$ cat config.mk
export PLATFORM = sky130hd
export DESIGN_NAME = pc_block_unit
export DESIGN_NICKNAME = d
export VERILOG_FILES = /design/src/rtl/cpu_pkg.sv /design/src/rtl/pc_block_unit.sv
export SDC_FILE = /design/constraint.sdc
export NUM_CORES = 1
export LEC_CHECK = 0
export CORE_MARGIN = 8
export CORE_UTILIZATION = 47
export CTS_CLUSTER_SIZE = 24
export DETAILED_ROUTE_END_ITERATION = 7
export PLACE_DENSITY = 0.94
export SLEW_MARGIN = 20
export SYNTH_ARGS = -nofsm -noshare
export SYNTH_HDL_FRONTEND = slang
export SYNTH_SLANG_ARGS = --single-unit
$ cat constraint.sdc
create_clock -name clk -period 6.1 [get_ports clk]
set_input_delay 1.22 -clock clk [delete_from_list [all_inputs] [get_ports clk]]
set_output_delay 1.22 -clock clk [all_outputs]
set_load 0.05 [all_outputs]
$ cat src/rtl/cpu_pkg.sv
// Shared CPU definitions: the architectural widths and the reset fetch address.
// Imported by the fetch-stage blocks to supply default parameter values.
package cpu_pkg;

    // Architectural register / address width.
    localparam int XLEN = 32;

    // Size of one instruction in bytes (sequential PC step).
    localparam int INSN_BYTES = 4;

    // First instruction address after reset.
    localparam logic [XLEN-1:0] RESET_PC = 32'h0000_0000;

    typedef logic [XLEN-1:0] addr_t;

endpackage

$ cat src/rtl/pc_block_unit.sv
// Fetch-stage program counter: advances by STEP or loads an aligned branch target.
// Ports: clk, rst_n (async low), addr (target), branch (load target), pc (= pc_q).
module pc_block_unit
    import cpu_pkg::*;
#(
    parameter int               WIDTH        = XLEN,
    parameter int               STEP         = INSN_BYTES,
    parameter logic [WIDTH-1:0] RESET_VECTOR = WIDTH'(RESET_PC)
) (
    input  logic             clk,
    input  logic             rst_n,
    input  logic [WIDTH-1:0] addr,
    input  logic             branch,
    output logic [WIDTH-1:0] pc
);

    // Clearing the low log2(STEP) bits keeps every loaded PC STEP-aligned.
    localparam logic [WIDTH-1:0] STEP_W     = WIDTH'(STEP);
    localparam logic [WIDTH-1:0] ALIGN_MASK = ~(STEP_W - WIDTH'(1));

    if (STEP < 1 || (STEP & (STEP - 1)) != 0) begin : g_bad_step
        $error("pc_block_unit: STEP must be a power of two");
    end

    logic [WIDTH-1:0] pc_q;
    logic [WIDTH-1:0] pc_d;
    logic [WIDTH-1:0] pc_seq;
    logic [WIDTH-1:0] pc_tgt;

    // Next-PC select kept apart from the register so stall/flush
    // terms can be added to this mux later.
    always_comb begin
        pc_seq = pc_q + STEP_W;
        pc_tgt = addr & ALIGN_MASK;
        pc_d   = pc_seq;
        if (branch) begin
            pc_d = pc_tgt;
        end
    end

    always_ff @(posedge clk or negedge rst_n) begin
        if (!rst_n) begin
            pc_q <= RESET_VECTOR;
        end else begin
            pc_q <= pc_d;
        end
    end

    assign pc = pc_q;

endmodule

* After elaboration in Yosys (flattened, before gate mapping)
Index checks and enable logic that the tools add are counted.
** Storage, ports and cells
- Flip-flop bits (word level) :: 32
- Output and inout bits :: 32
- Logic and storage cells :: 3
** Cells by class
- $add $sub $neg :: 1
- Mux-type cells :: 1
** Operators by type and width (number)
- 32-bit by 3-bit adder with 32-bit output (second input constant) :: 1
- 32-bit 2-to-1 mux :: 1

* Logic depth before layout (Yosys ltp)
- Depth in word-level cells :: 2
- Mapped depth :: 6
- Mapped depth without buffers :: 5

* Worst setup path before layout
Ideal clock, no wire load.
- Path kind :: reg2reg
- From :: register pc_q[2] (netlist: pc[2])
- To :: register pc_q[24] (netlist: pc[24])
- Data arrival time :: 2.326 ns
- Required time :: 6.031 ns
- Path slack :: 3.705 ns
- Cell stages (with the launch flop) :: 7
- Path buffers :: 1
- Clock period less this slack :: 2.395 ns
- Cells stage by stage :: dfrtp_1 ha_1 nand3_2 or4_1 buf_2 or4_1 nand3_1
** Between the ends
- Cells in the longest elaborated chain, start to end :: 2
** RTL lines
- from (decl) :: line pc_block_unit.sv:25 : logic [WIDTH-1:0] pc_q;
- from (signal assigned) :: line pc_block_unit.sv:45 : pc_q <= pc_d;
- 32-bit by 3-bit adder with 32-bit output :: line pc_block_unit.sv:33 : pc_seq = pc_q + STEP_W;
- 32-bit 2-to-1 mux :: line pc_block_unit.sv:36 : if (branch) begin
- named net pc_d[24] :: line pc_block_unit.sv:26 : logic [WIDTH-1:0] pc_d;
The timed path passes the listed nets, and every way through them passes these cells.

* Final worst setup path
- From :: register pc_q[4] (netlist: pc[4])
- To :: output pc[4]
** RTL lines
- to (decl) :: line pc_block_unit.sv:14 : output logic [WIDTH-1:0] pc
No word-level cell between the ends.

==> impl_metrics.ini <==
[clocking]
holdBufCountCts = 0
cts_tree = built
htree_levels = 2
clock_latency_ps = 350
clkTransAtPathRegs_ps = 100
cts_buffers = 5
post_cts_buffers = 0
cts_root_buffer = clkbuf_4
clockBufferDepth = 2
cts_sinks = 30
postCtsResizedCells = 0

[global_routing]
grt_overflow = 0
grtUsageTotal_pct = 15.3
grt_pass1_vias = 1684
grt_pass1_wl_um = 7470
grt_start_max_net_pins = 38
antenna_found_initial = 0

[pwr]
seqPwrFrac_pct = 43.7
switching_share_pct = 38.6
powerDensity_nw_per_um2 = 236
p_comb_share_pct = 33.9
power.switching_uw = 219
power.leakage_nw = 0.893
internal-power_uw = 348
pwr-share-clk_pct = 22.4
ir_drop_v = 0.000148

[timing]
clock_skew_ps = 16.1
relSlewSlack_pct = 54.4
period_share_pct = 48.5
layout_min_cycle_time_ps = 2960
worst_slew_pin_slew_ps = 680
slew_viol_final = 0
whs_ps = 559
setup_viol = 0
worst_slack_ps = 3140
hold_viol_final = 0
rsz0062_at_grt = false
max_freq_mhz = 338
setup_tns_ps = 0

[floorplan]
row_count = 22
core_um2 = 3580
initial_core_util_pct = 47.8
die-area_um2 = 5820
die_w_um = 76.3
die_height_um = 76.3
ioPinCount = 67

[layout]
layout_common_cells = 62 x clkdlybuf4s50_1, 30 x dfrtp_1, 26 x nand2_1
seq_area_um2 = 751
num_antenna_cells = 0
drive_above_1_share_pct = 5.00
largest_register_ffs = 30
layout_commonest_cell = clkdlybuf4s50_1
nFillCells = 314
area_growth_pct = 40.7
fin_area_um2 = 2400
final_nets = 295
multi_input_area_um2 = 880

[yosys]
ys_ff_latch = 30
ys_seq_area_share_pct = 43.9
synth-edff-count = 0
synth.cell_area_um2 = 1710
synth_area_per_cell_um2 = 8.55
synth-async-reset-ratio_pct = 100
synth-main-ff-cell = dfrtp_1
synth_warnings = 0
syn_inst = 200
synth_cell_type_count = 32

[worst_setup_path]
r2r_slack_ps = 3620
crit_chain = clkdlybuf4s50_1
crit_fanout = 8
cp.depth = 1
max_stage_delay_ps = 870
cpLargestDelayFamily = buffers and inverters
start_kind = register
worstSetupPathType = reg -> out
ff2ff_path_depth = 4
arrival_ps = 1740
end_kind = output port
worst_ep_required_time_ps = 4880
slowest_stage = clkdlybuf4s50_1
worst-path-buf-inv = 1

[routing]
drt-initial-drc-count = 116
vias = 1700
wl_met3_um = 360
highest_layer = met4
drt-met1-wl_um = 1810
wl_per_cell_um = 14.5
drc_errors = 0
firstDrtPassIters = 4
ant_nets = 0
met2_wirelength_um = 2210
wirelength_um = 4470
viasPerCell = 5.52

[placed_design]
gp_routability_congestion = 0.792
dpl.hpwl_um = 3350
place_worst_setup_slack_ps = 2820
io_buffers = 62
placed_area_um2 = 2340

[run_status]
outcome = finished clean

[job]
drv_cap = 0

[min_path]
holdPathStages = 1
min_path_type = reg -> reg
-- kinds of logic after synthesis --
family	count (synthesis)	share of synthesized area (%)
mux	1	0.659
compound gates	43	14.9
buf+inv	18	4.83
fa+ha+maj	1	0.732
flops	30	43.9
xor+xnor	13	6.66
simple gates	93	28.1
other cells	1	0.219
-- layout make-up --
class | count | share of cell area, %
Multi-Input combinational cell | 153 | 36.6
Sequential cell | 30 | 31.2
Timing Repair Buffer | 64 | 26.4
Tap cell | 48 | 2.50
Clock buffer | 7 | 2.29
Inverter | 5 | 0.780
Clock inverter | 1 | 0.208
-- routing by layer --
metal | up-vias | track usage (%)
li1 | 846 | -
met1 | 792 | 16.0
met2 | 52 | 26.0
met3 | 10 | 6.25
met4 | 0 | 7.69
met5 | - | 0
-- worst paths after layout --
path / startpoint / endpoint
min in group asynchronous: rst_n / pc[27]
max in group asynchronous: rst_n / pc[10]
min reg2reg: pc[2] / pc[2]
min: pc[2] / pc[2]
max: pc[4] / pc[4]
max reg2reg: pc[5] / pc[23]
-- synth_stat cells, types with 3 or more instances --
cell type,count,area [µm²]
nor4_1,5,31.3
nand4_1,8,50.1
nand2_1,26,97.6
or3_1,9,56.3
o31ai_1,3,22.5
nand3_1,10,50.1
nor2_1,16,60.1
o21ai_0,22,110
xor2_1,3,26.3
buf_4,3,22.5
clkbuf_1,7,26.3
dfrtp_1,30,751
nor3_1,6,30.0
xnor2_1,10,87.6
a31oi_1,12,75.1
or4_1,6,45.0
buf_2,3,15.0
inv_1,4,15.0
-- per-stage QoR --
stage	cells	power [mW]	utilization, %
finish	308	0.567	67.2
detailed placement	300	0.445	65.5
global placement	300	0.440	65.5
floorplan	201	0.366	-
global route	308	0.595	67.2
CTS	308	0.571	67.2
-- power groups by stage --
stage | sequential (mW) | clock (mW) | combinational, mW
after floorplan | 0.314 | 0 | 0.0520
after global placement | 0.250 | 0 | 0.191
after detailed placement | 0.251 | 0 | 0.194
after CTS | 0.248 | 0.129 | 0.194
after global routing | 0.252 | 0.138 | 0.205
final | 0.248 | 0.127 | 0.192
(Power assumes the default switching activity.)
